**src/rtl/retire_if.sv**
```systemverilog
// Commit-side bundle between the ROB head / store queue and retire_ctrl.
// master = ROB/store-queue side, slave = the retire sequencer.
interface retire_if #(
  parameter int TAG_W  = 6,
  parameter int AREG_W = 5,
  parameter int CNT_W  = 32
);
  logic              rob_head_vld_i;
  logic              rob_head_done_i;
  logic [TAG_W-1:0]  rob_head_t_i;
  logic [TAG_W-1:0]  rob_head_told_i;
  logic [AREG_W-1:0] rob_head_dest_i;
  logic              rob_head_br_flag_i;
  logic              rob_head_br_pretaken_i;
  logic              rob_head_br_taken_i;
  logic              rob_head_wr_mem_i;
  logic              rob_head_halt_i;
  logic              sq_commit_ack_i;

  logic              sq_commit_req_o;
  logic              rob_retire_en_o;
  logic              fl_release_en_o;
  logic [TAG_W-1:0]  fl_release_tag_o;
  logic              amap_wr_en_o;
  logic [TAG_W-1:0]  amap_tag_o;
  logic [AREG_W-1:0] amap_dest_o;
  logic              br_recovery_en_o;
  logic              halt_o;
  logic [1:0]        state_o;
  logic [CNT_W-1:0]  retire_cnt_o;

  modport master (
    output rob_head_vld_i, rob_head_done_i, rob_head_t_i, rob_head_told_i,
           rob_head_dest_i, rob_head_br_flag_i, rob_head_br_pretaken_i,
           rob_head_br_taken_i, rob_head_wr_mem_i, rob_head_halt_i,
           sq_commit_ack_i,
    input  sq_commit_req_o, rob_retire_en_o, fl_release_en_o, fl_release_tag_o,
           amap_wr_en_o, amap_tag_o, amap_dest_o, br_recovery_en_o, halt_o,
           state_o, retire_cnt_o
  );

  modport slave (
    input  rob_head_vld_i, rob_head_done_i, rob_head_t_i, rob_head_told_i,
           rob_head_dest_i, rob_head_br_flag_i, rob_head_br_pretaken_i,
           rob_head_br_taken_i, rob_head_wr_mem_i, rob_head_halt_i,
           sq_commit_ack_i,
    output sq_commit_req_o, rob_retire_en_o, fl_release_en_o, fl_release_tag_o,
           amap_wr_en_o, amap_tag_o, amap_dest_o, br_recovery_en_o, halt_o,
           state_o, retire_cnt_o
  );
endinterface

```
**src/rtl/retire_ctrl.sv**
```systemverilog
// In-order commit sequencer for the ROB head; drives pop, free-list, arch-map and recovery strobes.
// Optional RETIRE_STALL_CNT_EN adds stall_cnt_o (cycles with a valid head but no retire).
//
// state   | meaning
// RUN     | examine head, retire when ready
// ST_WAIT | store commit requested, waiting for store-queue ack
// RECOVER | one-cycle misprediction recovery strobe
// HALT    | halted until reset
module retire_ctrl #(
  parameter int TAG_W  = 6,
  parameter int AREG_W = 5,
  parameter int CNT_W  = 32
) (
  input  logic             clk,
  input  logic             rst,
`ifdef RETIRE_STALL_CNT_EN
  output logic [CNT_W-1:0] stall_cnt_o,
`endif
  retire_if.slave          bus
);

  localparam logic [1:0] RUN     = 2'd0;
  localparam logic [1:0] ST_WAIT = 2'd1;
  localparam logic [1:0] RECOVER = 2'd2;
  localparam logic [1:0] HALT    = 2'd3;

  localparam logic [AREG_W-1:0] ZERO_REG = {AREG_W{1'b1}};

  logic [1:0]       state, state_nxt;
  logic [CNT_W-1:0] retire_cnt;
  logic             ready, mispredict;
  logic             retire, commit_req, recovery;
  logic             has_dest;

  assign ready      = bus.rob_head_vld_i & bus.rob_head_done_i;
  assign mispredict = bus.rob_head_br_flag_i &
                      (bus.rob_head_br_taken_i != bus.rob_head_br_pretaken_i);
  assign has_dest   = (bus.rob_head_dest_i != ZERO_REG);

  always_comb begin
    state_nxt  = state;
    retire     = 1'b0;
    commit_req = 1'b0;
    recovery   = 1'b0;
    case (state)
      RUN: begin
        if (ready) begin
          if (bus.rob_head_wr_mem_i) begin
            commit_req = 1'b1;
            // Ack in the request cycle commits the store without visiting ST_WAIT.
            if (bus.sq_commit_ack_i) retire = 1'b1;
            else                     state_nxt = ST_WAIT;
          end else if (mispredict) begin
            retire    = 1'b1;
            state_nxt = RECOVER;
          end else if (bus.rob_head_halt_i) begin
            retire    = 1'b1;
            state_nxt = HALT;
          end else begin
            retire    = 1'b1;
          end
        end
      end
      ST_WAIT: begin
        commit_req = 1'b1;
        if (bus.sq_commit_ack_i) begin
          retire    = 1'b1;
          state_nxt = RUN;
        end
      end
      RECOVER: begin
        recovery  = 1'b1;
        state_nxt = RUN;
      end
      default: begin
        state_nxt = HALT;
      end
    endcase
  end

  always_ff @(posedge clk) begin
    if (rst) begin
      state      <= RUN;
      retire_cnt <= '0;
    end else begin
      state <= state_nxt;
      if (retire) retire_cnt <= retire_cnt + 1'b1;
    end
  end

`ifdef RETIRE_STALL_CNT_EN
  logic [CNT_W-1:0] stall_cnt;

  always_ff @(posedge clk) begin
    if (rst) begin
      stall_cnt <= '0;
    end else if (((state == RUN) || (state == ST_WAIT)) && bus.rob_head_vld_i && !retire) begin
      stall_cnt <= stall_cnt + 1'b1;
    end
  end

  assign stall_cnt_o = stall_cnt;
`endif

  // Strobes are forced low while rst is held so nothing downstream advances.
  always_comb begin
    bus.rob_retire_en_o  = retire & ~rst;
    bus.sq_commit_req_o  = commit_req & ~rst;
    bus.br_recovery_en_o = recovery & ~rst;
    bus.fl_release_en_o  = retire & has_dest & ~rst;
    bus.amap_wr_en_o     = retire & has_dest & ~rst;
    bus.fl_release_tag_o = bus.rob_head_told_i;
    bus.amap_tag_o       = bus.rob_head_t_i;
    bus.amap_dest_o      = bus.rob_head_dest_i;
    bus.halt_o           = (state == HALT);
    bus.state_o          = state;
    bus.retire_cnt_o     = retire_cnt;
  end

endmodule
```
**src/flat_wrapper.sv**
```systemverilog
// flat-port wrapper written by rule: the top's interface ports become plain ports
module retire_ctrl_flat 
#(
  parameter int TAG_W  = 6,
  parameter int AREG_W = 5,
  parameter int CNT_W  = 32
)
  (clk, rst, bus_rob_head_vld_i, bus_rob_head_done_i, bus_rob_head_t_i, bus_rob_head_told_i, bus_rob_head_dest_i, bus_rob_head_br_flag_i, bus_rob_head_br_pretaken_i, bus_rob_head_br_taken_i, bus_rob_head_wr_mem_i, bus_rob_head_halt_i, bus_sq_commit_ack_i, bus_sq_commit_req_o, bus_rob_retire_en_o, bus_fl_release_en_o, bus_fl_release_tag_o, bus_amap_wr_en_o, bus_amap_tag_o, bus_amap_dest_o, bus_br_recovery_en_o, bus_halt_o, bus_state_o, bus_retire_cnt_o);
  retire_if #(.TAG_W(TAG_W), .AREG_W(AREG_W), .CNT_W(CNT_W)) bus_i ();
  input  logic clk;
  input  logic rst;
  input wire logic [$bits(bus_i.rob_head_vld_i)-1:0] bus_rob_head_vld_i;
  input wire logic [$bits(bus_i.rob_head_done_i)-1:0] bus_rob_head_done_i;
  input wire logic [$bits(bus_i.rob_head_t_i)-1:0] bus_rob_head_t_i;
  input wire logic [$bits(bus_i.rob_head_told_i)-1:0] bus_rob_head_told_i;
  input wire logic [$bits(bus_i.rob_head_dest_i)-1:0] bus_rob_head_dest_i;
  input wire logic [$bits(bus_i.rob_head_br_flag_i)-1:0] bus_rob_head_br_flag_i;
  input wire logic [$bits(bus_i.rob_head_br_pretaken_i)-1:0] bus_rob_head_br_pretaken_i;
  input wire logic [$bits(bus_i.rob_head_br_taken_i)-1:0] bus_rob_head_br_taken_i;
  input wire logic [$bits(bus_i.rob_head_wr_mem_i)-1:0] bus_rob_head_wr_mem_i;
  input wire logic [$bits(bus_i.rob_head_halt_i)-1:0] bus_rob_head_halt_i;
  input wire logic [$bits(bus_i.sq_commit_ack_i)-1:0] bus_sq_commit_ack_i;
  output wire logic [$bits(bus_i.sq_commit_req_o)-1:0] bus_sq_commit_req_o;
  output wire logic [$bits(bus_i.rob_retire_en_o)-1:0] bus_rob_retire_en_o;
  output wire logic [$bits(bus_i.fl_release_en_o)-1:0] bus_fl_release_en_o;
  output wire logic [$bits(bus_i.fl_release_tag_o)-1:0] bus_fl_release_tag_o;
  output wire logic [$bits(bus_i.amap_wr_en_o)-1:0] bus_amap_wr_en_o;
  output wire logic [$bits(bus_i.amap_tag_o)-1:0] bus_amap_tag_o;
  output wire logic [$bits(bus_i.amap_dest_o)-1:0] bus_amap_dest_o;
  output wire logic [$bits(bus_i.br_recovery_en_o)-1:0] bus_br_recovery_en_o;
  output wire logic [$bits(bus_i.halt_o)-1:0] bus_halt_o;
  output wire logic [$bits(bus_i.state_o)-1:0] bus_state_o;
  output wire logic [$bits(bus_i.retire_cnt_o)-1:0] bus_retire_cnt_o;
  assign bus_i.rob_head_vld_i = bus_rob_head_vld_i;
  assign bus_i.rob_head_done_i = bus_rob_head_done_i;
  assign bus_i.rob_head_t_i = bus_rob_head_t_i;
  assign bus_i.rob_head_told_i = bus_rob_head_told_i;
  assign bus_i.rob_head_dest_i = bus_rob_head_dest_i;
  assign bus_i.rob_head_br_flag_i = bus_rob_head_br_flag_i;
  assign bus_i.rob_head_br_pretaken_i = bus_rob_head_br_pretaken_i;
  assign bus_i.rob_head_br_taken_i = bus_rob_head_br_taken_i;
  assign bus_i.rob_head_wr_mem_i = bus_rob_head_wr_mem_i;
  assign bus_i.rob_head_halt_i = bus_rob_head_halt_i;
  assign bus_i.sq_commit_ack_i = bus_sq_commit_ack_i;
  assign bus_sq_commit_req_o = bus_i.sq_commit_req_o;
  assign bus_rob_retire_en_o = bus_i.rob_retire_en_o;
  assign bus_fl_release_en_o = bus_i.fl_release_en_o;
  assign bus_fl_release_tag_o = bus_i.fl_release_tag_o;
  assign bus_amap_wr_en_o = bus_i.amap_wr_en_o;
  assign bus_amap_tag_o = bus_i.amap_tag_o;
  assign bus_amap_dest_o = bus_i.amap_dest_o;
  assign bus_br_recovery_en_o = bus_i.br_recovery_en_o;
  assign bus_halt_o = bus_i.halt_o;
  assign bus_state_o = bus_i.state_o;
  assign bus_retire_cnt_o = bus_i.retire_cnt_o;
  retire_ctrl #(.TAG_W(TAG_W), .AREG_W(AREG_W), .CNT_W(CNT_W)) u_core (.clk(clk), .rst(rst), .bus(bus_i));
endmodule
```
**config.mk**
```make
export PLATFORM = sky130hd
export DESIGN_NAME = retire_ctrl_flat
export DESIGN_NICKNAME = d
export VERILOG_FILES = /design/src/rtl/retire_if.sv /design/src/rtl/retire_ctrl.sv /design/src/flat_wrapper.sv
export SDC_FILE = /design/constraint.sdc
export NUM_CORES = 1
export LEC_CHECK = 0
export ABC_CLOCK_PERIOD_IN_PS = 1800
export CAP_MARGIN = 20
export CELL_PAD_IN_SITES_DETAIL_PLACEMENT = 1
export CELL_PAD_IN_SITES_GLOBAL_PLACEMENT = 2
export CORE_UTILIZATION = 21
export DETAILED_ROUTE_END_ITERATION = 16
export PLACE_DENSITY = 0.86
export SLEW_MARGIN = 20
export SYNTH_ARGS = -nofsm -noshare
export SYNTH_HDL_FRONTEND = slang
export SYNTH_SLANG_ARGS = --single-unit
export TNS_END_PERCENT = 10
```
**constraint.sdc**
```tcl
create_clock -name clk -period 1.8 [get_ports clk]
set_input_delay 0.45 -clock clk [delete_from_list [all_inputs] [get_ports clk]]
set_output_delay 0.45 -clock clk [all_outputs]
set_load 0.02 [all_outputs]
```
==> results.md, run 1 <==
- Status: finished, violations left
- Failing checks: negative setup slack
- Synth top cells by count: 34 x dfxtp_1, 23 x a21oi_1, 18 x buf_4, 16 x o31ai_1, 15 x nand2_1
- Critical Path Stages: 6
- Clk Latency, worst-skew pair: 0.29 ns
- Slowest cell delay on critical path: between 0.3 and 0.4 ns
- Synth area leader: dfxtp_1
- Setup Skew: approximately 0.0046 ns
- Critical path required time: about 1.4 ns
- Post-CTS Hold Buffers: 0
- R2R cell count: 8
- Fin nets: roughly 370
- Synth Flop Type: dfxtp_1
- Post-route antenna net violation count: 0
- Design Area, Final: 3430 um2
- Min Hold Slack: 0.517 ns
- Leak: 0.00156 uW
- First-pass GRT wire length: 10.8 mm
- Worst VDD drop: 358 uV
- Die Wd: 100 um
- Met1 Use GR: 0.159
- Clk slew on worst S/H paths: 0.07 ns
- PortBufs: between 50 and 60
- CP Launch Point: u_core.bus.state_o[0]
- Worst Path Buf+Inv: 2
- Vias in the first global route: 2241
- Met3 Usage GRT: 0.0299
- Setup violators final: 21
- Worst Path Arrival: approximately 1.6 ns
- Finished Core Util: 0.369
- Share of the synthesized area in the top cell type: 0.335
- Critical Path, Cell by Cell: inv_4 -> ha_4 -> a32o_2 -> nand2_8 -> a311oi_4 -> buf_6
- Post-synthesis sequential area ratio: 0.335
- Initial Util: 0.219
- Starting DRT DRC Count: 37
- Synthesis Warnings: 0
- Area growth syn-to-layout: 68.8%
- Grt ovf: 0
- Largest net degree at the start of global routing: 31
- Slowest CP cell: dfxtp_4
- Worst setup margin: -0.252 ns
- TritonCTS Sinks: 34
- Rows: 35
- Rel. slew slack: 0.782
- RSZ-0062 raised after global routing: true
- Post-Syn Area: approximately 2000 um2
- Root buf cell: clkbuf_8
- Worst min path class: reg2reg
- CP top delay family: compound AO/OA/AOI/OAI gates
- Max Cap Viol: 0
- Hpwl dp: around 5 mm
- Grt met2 use: 0.231
- # DRC: 0
- Kind of end point of the critical path: output pin
- Placed cell count: 448
- Die area: approximately 10000 um2
- Asr flop ratio synth: 0
- Crit path max fanout: 3
- Vias: 2215
- Total GRT Usage: 0.133
- Die Height: 100 um
- Type of origin of the critical path: flip-flop
- Antenna cells: 0
- H-tree depth: 2
- DR WL/cell: 14.9 um
- Bufs on Longest Clock Path: 2
- Total negative setup slack: -3.98 ns
- Fmax: 0.487 GHz
- DP Area: around 3000 um2
- Cells after Synth: 243
- CTS tree: done
- Proportion of layout cells with a drive suffix above 1: 0.359
- Reg-to-Reg End: u_core.bus.retire_cnt_o[23]
- RR Startpoint: u_core.bus.state_o[0]
- Antenna violations before repair: 0
- Worst reg2reg setup slack: -0.23 ns
- First-pass DRT Iterations: 6
- Minimum clock period: 2.05 ns
- GP Congestion: 0.815
- CP Class: reg2out
- Syn_nets: 275
- Area contributors post-synth: dfxtp_1 34%, buf_4 6.7%, o31ai_1 5.9%
- Tcrit/Tclk final: 1.14
- Register bit total from synthesis: 34
- P per Cell Area: 697 nW/um2
- Mean Syn Cell Area: between 8 and 9 um2
- Fin. max-slew vios: 0
- Most frequent cell after synthesis: dfxtp_1
- Netlist cell types: 34
- Drt total wl: between 6 and 7 mm
- Finished Layout Cells: between 400 and 500
- Setup crit end: bus_fl_release_en_o
- Vias per std cell: ~4.8
- IO Count: 84
- EDFF count, synth: 0
- CTS buffer count: 5
- Most Crowded Layer GR: met2
- Standard cell core area: 9280 um2
- Worst-margin pin slew: ~0.33 ns
- Fillers: around 1100
- Total count of hold-check failures in the final report: 0
==> where the power goes <==
| part | switching (uW) | internal (uW) | total, uW |
|---|---|---|---|
| Clock | 283 | 386 | 670 |
| Sequential | 31.6 | 793 | 825 |
| Combinational | 455 | 438 | 892 |
| Total | 769 | 1620 | 2390 |
==> repair_timing <==
item	in CTS	in global routing
gates cloned	0	2
endpoints found under the setup margin	55	43
gates resized for setup	80	45
hold endpoints to repair	0	0
buffers inserted	5	1
pin swaps	11	23
==> stage by stage <==
stage          total power, uW  setup slack (ns)
3_3_place_gp              1570            -0.794
2_1_floorplan             1320            -0.149
4_1_cts                   2360            -0.305
6_report                  2390            -0.252
5_1_grt                   2500            -0.316
3_5_place_dp              1590            -0.852
==> final cells by class <==
cell class | count | area, um2 | area share
Multi-Input combinational cell | 174 | 1390 | 0.406
Timing Repair Buffer | 114 | 1050 | 0.308
Clock buffer | 8 | 110 | 0.0321
Tap cell | 129 | 161 | 0.0471
Inverter | 4 | 20.0 | 0.00584
Sequential cell | 34 | 688 | 0.201
==> cells by family after synthesis <==
group,after synthesis,share of synthesized area
and+or+nand+nor,104,0.303
AOI/OAI and AO/OA,52,0.162
buffers and inverters,35,0.107
DFF,34,0.335
xor gates and xnor gates,8,0.0345
muxes,5,0.0277
adders and majority gates,5,0.0308
==> per-layer routing <==
metal / routed length, um / vias to the layer above / share of wire
li1: - / 1061 / -
met1: 2960 / 1093 / 0.43
met2: 3550 / 51 / 0.51
met3: 293 / 10 / 0.042
met4: 116 / 0 / 0.017
met5: 0 / - / 0
==> placed cells by master, fill, tap and decap left out, types with 9 or more instances in the layout <==
master,instances
o31ai_1,16
nand4_1,14
nor2_1,13
dlymetal6s2s_1,10
clkdlybuf4s50_1,14
a21oi_2,12
buf_6,9
buf_4,50
dlygate4sd2_1,26
a21oi_1,11
nand3_1,9
dfxtp_1,32
nand2_1,14
nor2b_1,9
==> state kept, by name (all words and copies together) (netlist names) <==
name / flops
u_core.bus.retire_cnt_o: 32
u_core.bus.state_o: 2
==> worst min-delay path by stage <==
stage / start / to / slack (ns) / cells after the start
after CTS: u_core.bus.retire_cnt_o[19] / u_core.bus.retire_cnt_o[19] / 0.52 / 2
after floorplan: u_core.bus.state_o[1] / u_core.bus.state_o[1] / 0.53 / 2
after global routing: u_core.bus.retire_cnt_o[19] / u_core.bus.retire_cnt_o[19] / 0.54 / 2
final: u_core.bus.retire_cnt_o[19] / u_core.bus.retire_cnt_o[19] / 0.52 / 2
after detailed placement: u_core.bus.retire_cnt_o[19] / u_core.bus.retire_cnt_o[19] / 0.51 / 2
after global placement: u_core.bus.retire_cnt_o[19] / u_core.bus.retire_cnt_o[19] / 0.48 / 2
==> tightest hold or removal path: cells and delay by family, from the launching register on <==
family             cells  cell delay, ns
AOI/OAI and AO/OA      2            0.14
DFF                    1            0.33
(Power assumes the default switching activity.)
==> run 2: changes to the inputs <==
--- a/config.mk
+++ b/config.mk
@@ -9,9 +9,11 @@
 export CAP_MARGIN = 20
 export CELL_PAD_IN_SITES_DETAIL_PLACEMENT = 1
 export CELL_PAD_IN_SITES_GLOBAL_PLACEMENT = 2
-export CORE_UTILIZATION = 21
+export CORE_UTILIZATION = 22
+export CTS_BUF_LIST = sky130_fd_sc_hd__clkbuf_2
 export DETAILED_ROUTE_END_ITERATION = 16
-export PLACE_DENSITY = 0.86
+export PLACE_DENSITY = 0.89
+export REMOVE_ABC_BUFFERS = 1
 export SLEW_MARGIN = 20
 export SYNTH_ARGS = -nofsm -noshare
 export SYNTH_HDL_FRONTEND = slang
==> results.md, run 2 (synthesized netlist as in run 1, its figures left out) <==
- Rows: 34 (-2.9%)
- Clk slew on worst S/H paths: 0.18 ns (+0.11 ns)
- Hold path cells: 2 (unchanged)
- Max reg flops: 32 (unchanged)
- Worst Path Arrival: 1.70 ns (+0.10 ns)
- Starting DRT DRC Count: 92 (+150%)
- P_int: 1270 uW (-22%)
- Standard cell core area: 8810 um2 (-5.1%)
- Area growth syn-to-layout: 50.3%
- IO Count: 84 (unchanged)
- Minimum clock period: 2.15 ns (+0.0971 ns)
- Total Power: 2000 uW (-16%)
- Uppermost routed layer: met5
- Vias: 2150 (-2.9%)
- Rel. slew slack: 0.796 (+0.0141)
- Worst VDD drop: 214 uV (-40%)
- Post-place setup slack: -0.959 ns (-0.107 ns)
- Worst Hold Path EP: u_core.bus.retire_cnt_o[30]
- Worst Path Buf+Inv: 2 (unchanged)
- GP Congestion: 0.774 (-5.0%)
- Sw frac: 0.365 (+0.0425)
- Most common cell after layout, fill and taps aside: buf_4
- CP top delay family: buffers and inverters
- TritonCTS Sinks: 34 (unchanged)
- Total count of hold-check failures in the final report: 0 (unchanged)
- Finished Layout Cells: 429 (-7.3%)
- Largest net degree at the start of global routing: 32 (+3.2%)
- P per Cell Area: 655 nW/um2 (-6.0%)
- Commonest non-fill, non-tap cells in the layout: 40 x buf_4, 38 x dlygate4sd2_1, 32 x dfxtp_1
- Gate power share: 0.401 (+0.027)
- Sw power: 729 uW (-5.2%)
- R2R cell count: 9 (+1)
- Initial Util: 0.230 (+0.0119)
- Worst setup margin: -0.349 ns (-0.0971 ns)
- CTS buffer count: 5 (unchanged)
- Hold_sp: u_core.bus.retire_cnt_o[30]
- Crit path max fanout: 3 (unchanged)
- Die Wd: 98.0 um (-2.3%)
- CTS tree: done
- Grt ovf: 0 (unchanged)
- Failing checks: design-rule violations, negative setup slack
- Post-CTS Hold Buffers: 0 (unchanged)
- Critical path required time: 1.35 ns (about the same)
- First-pass GRT wire length: 11.2 mm (+3.7%)
- H-tree depth: 2 (unchanged)
- Total GRT Usage: 0.145 (+0.0117)
- Setup Skew: 0.0297 ns (+0.0251 ns)
- Setup violators final: 26 (+24%)
- Clock share of power: 0.186 (-0.094)
- Slowest cell delay on critical path: 0.52 ns (+0.15 ns)
- Fin. max-slew vios: 0 (unchanged)
- WL met1: 2.95 mm (-0.54%)
- Die area: 9610 um2 (-4.5%)
- Antenna cells: 0 (unchanged)
- Antenna violations before repair: 1 (+1)
- RR Startpoint: u_core.bus.state_o[0]
- Critical Path, Cell by Cell: clkdlybuf4s50_1 -> a32o_2 -> nand2_4 -> a311oi_2 -> buf_4
- Vias in the first global route: 2243 (+0.089%)
- Root buf cell: clkbuf_2
- # DRC: 5 (+5)
- RSZ-0062 raised after global routing: true
- Worst reg2reg setup slack: -0.24 ns (about the same)
- Finished Core Util: 0.346 (-0.0226)
- Leak: 0.00129 uW (-17%)
- Met3 routed WL: 391 um (+33%)
- Placed cell count: 418 (-6.7%)
- Bufs on Longest Clock Path: 2 (unchanged)
- Die Height: 98.0 um (-2.3%)
- Worst-margin pin slew: 0.303 ns (-0.0228 ns)
- DR WL/cell: 15.8 um (+5.8%)
- Max Cap Viol: 0 (unchanged)
- Kind of end point of the critical path: output pin
- Type of origin of the critical path: primary input
- Reg-to-Reg End: u_core.bus.retire_cnt_o[16]
- Status: finished, violations left
- Proportion of layout cells with a drive suffix above 1: 0.283 (-0.0758)
- Slowest CP cell: clkdlybuf4s50_1
- Tcrit/Tclk final: 1.19 (+0.0539)
- Fin nets: 352 (-3.6%)
- PortBufs: 59 (unchanged)
- Clk Latency, worst-skew pair: 0.40 ns (+0.11 ns)
- Hpwl dp: 4.91 mm (+0.98%)
- First-pass DRT Iterations: 10 (+4)
- CP Class: in2out
- Seq pwr share: 0.413 (+0.067)
- Worst min path class: reg2reg
- Vias per std cell: 5.01 (+4.8%)
- Fmax: 0.465 GHz (-4.5%)
- Met2 wire length: 3.38 mm (-4.9%)
- Drt total wl: 6.78 mm (-2.0%)
- Post-route antenna net violation count: 0 (unchanged)
[run 2: cell types whose count changed in the layout (fill, tap and decap cells not counted), moves of 7 or more]
cell,previous run,this run
dlygate4sd2_1,26,38
clkbuf_8,8,0
a21oi_2,12,5
buf_4,50,40
dlymetal6s2s_1,10,0
a21oi_1,11,18
[run 2: metrics by stage]
| stage | cell area [um2] | hold slack (ns) | setup TNS [ns] |
|---|---|---|---|
| global route | 3050 | 0.534 | -6.84 |
| floorplan | 1830 | 0.519 | -7.30 |
| detailed placement | 2860 | 0.497 | -17.29 |
| CTS | 3000 | 0.522 | -4.75 |
| finish | 3050 | 0.522 | -4.69 |
| global placement | 2860 | 0.478 | -15.58 |
[run 2: how the worst max path moves through the flow]
stage | from | end | cells past startpoint
2_1_floorplan | u_core.bus.state_o[0] | bus_amap_wr_en_o | 5
3_3_place_gp | bus_rob_head_vld_i | bus_amap_wr_en_o | 5
3_5_place_dp | bus_rob_head_vld_i | bus_amap_wr_en_o | 5
4_1_cts | u_core.bus.state_o[0] | bus_amap_wr_en_o | 6
5_1_grt | u_core.bus.state_o[0] | bus_amap_wr_en_o | 6
6_report | bus_rob_head_vld_i | bus_amap_wr_en_o | 5
[run 2: final cells by class]
class	instances	area (um2)
inverter	4	20.0
multi-input combinational	174	1290
fill	1034	5760
tap	108	135
clock buffer	5	25.0
clock inverter	3	16.3
sequential	34	686
timing repair buffer	101	881
[run 2: power groups by stage]
stage / Combinational (uW) / Clock [uW] / Sequential (uW)
after floorplan: 276 / 0 / 868
after global placement: 678 / 0 / 818
after detailed placement: 696 / 0 / 823
after CTS: 791 / 390 / 826
after global routing: 877 / 418 / 830
final: 801 / 373 / 825
[run 2: repair_timing]
action	in CTS	in global routing
pin swaps	30	1
setup endpoints to repair	69	31
resized for setup	104	15
gates cloned	0	0
buffers inserted	3	0
[run 2: tightest hold or removal path: stages (launching register included)]
cell and delay (ns):
dfxtp_1 0.37, o31ai_1 0.07, a21oi_1 0.06
[run 2: layer usage]
metal	up-vias	track usage
met5	-	0
met2	56	0.255
met3	7	0.0451
li1	1036	-
met1	1049	0.169
met4	2	0.0385
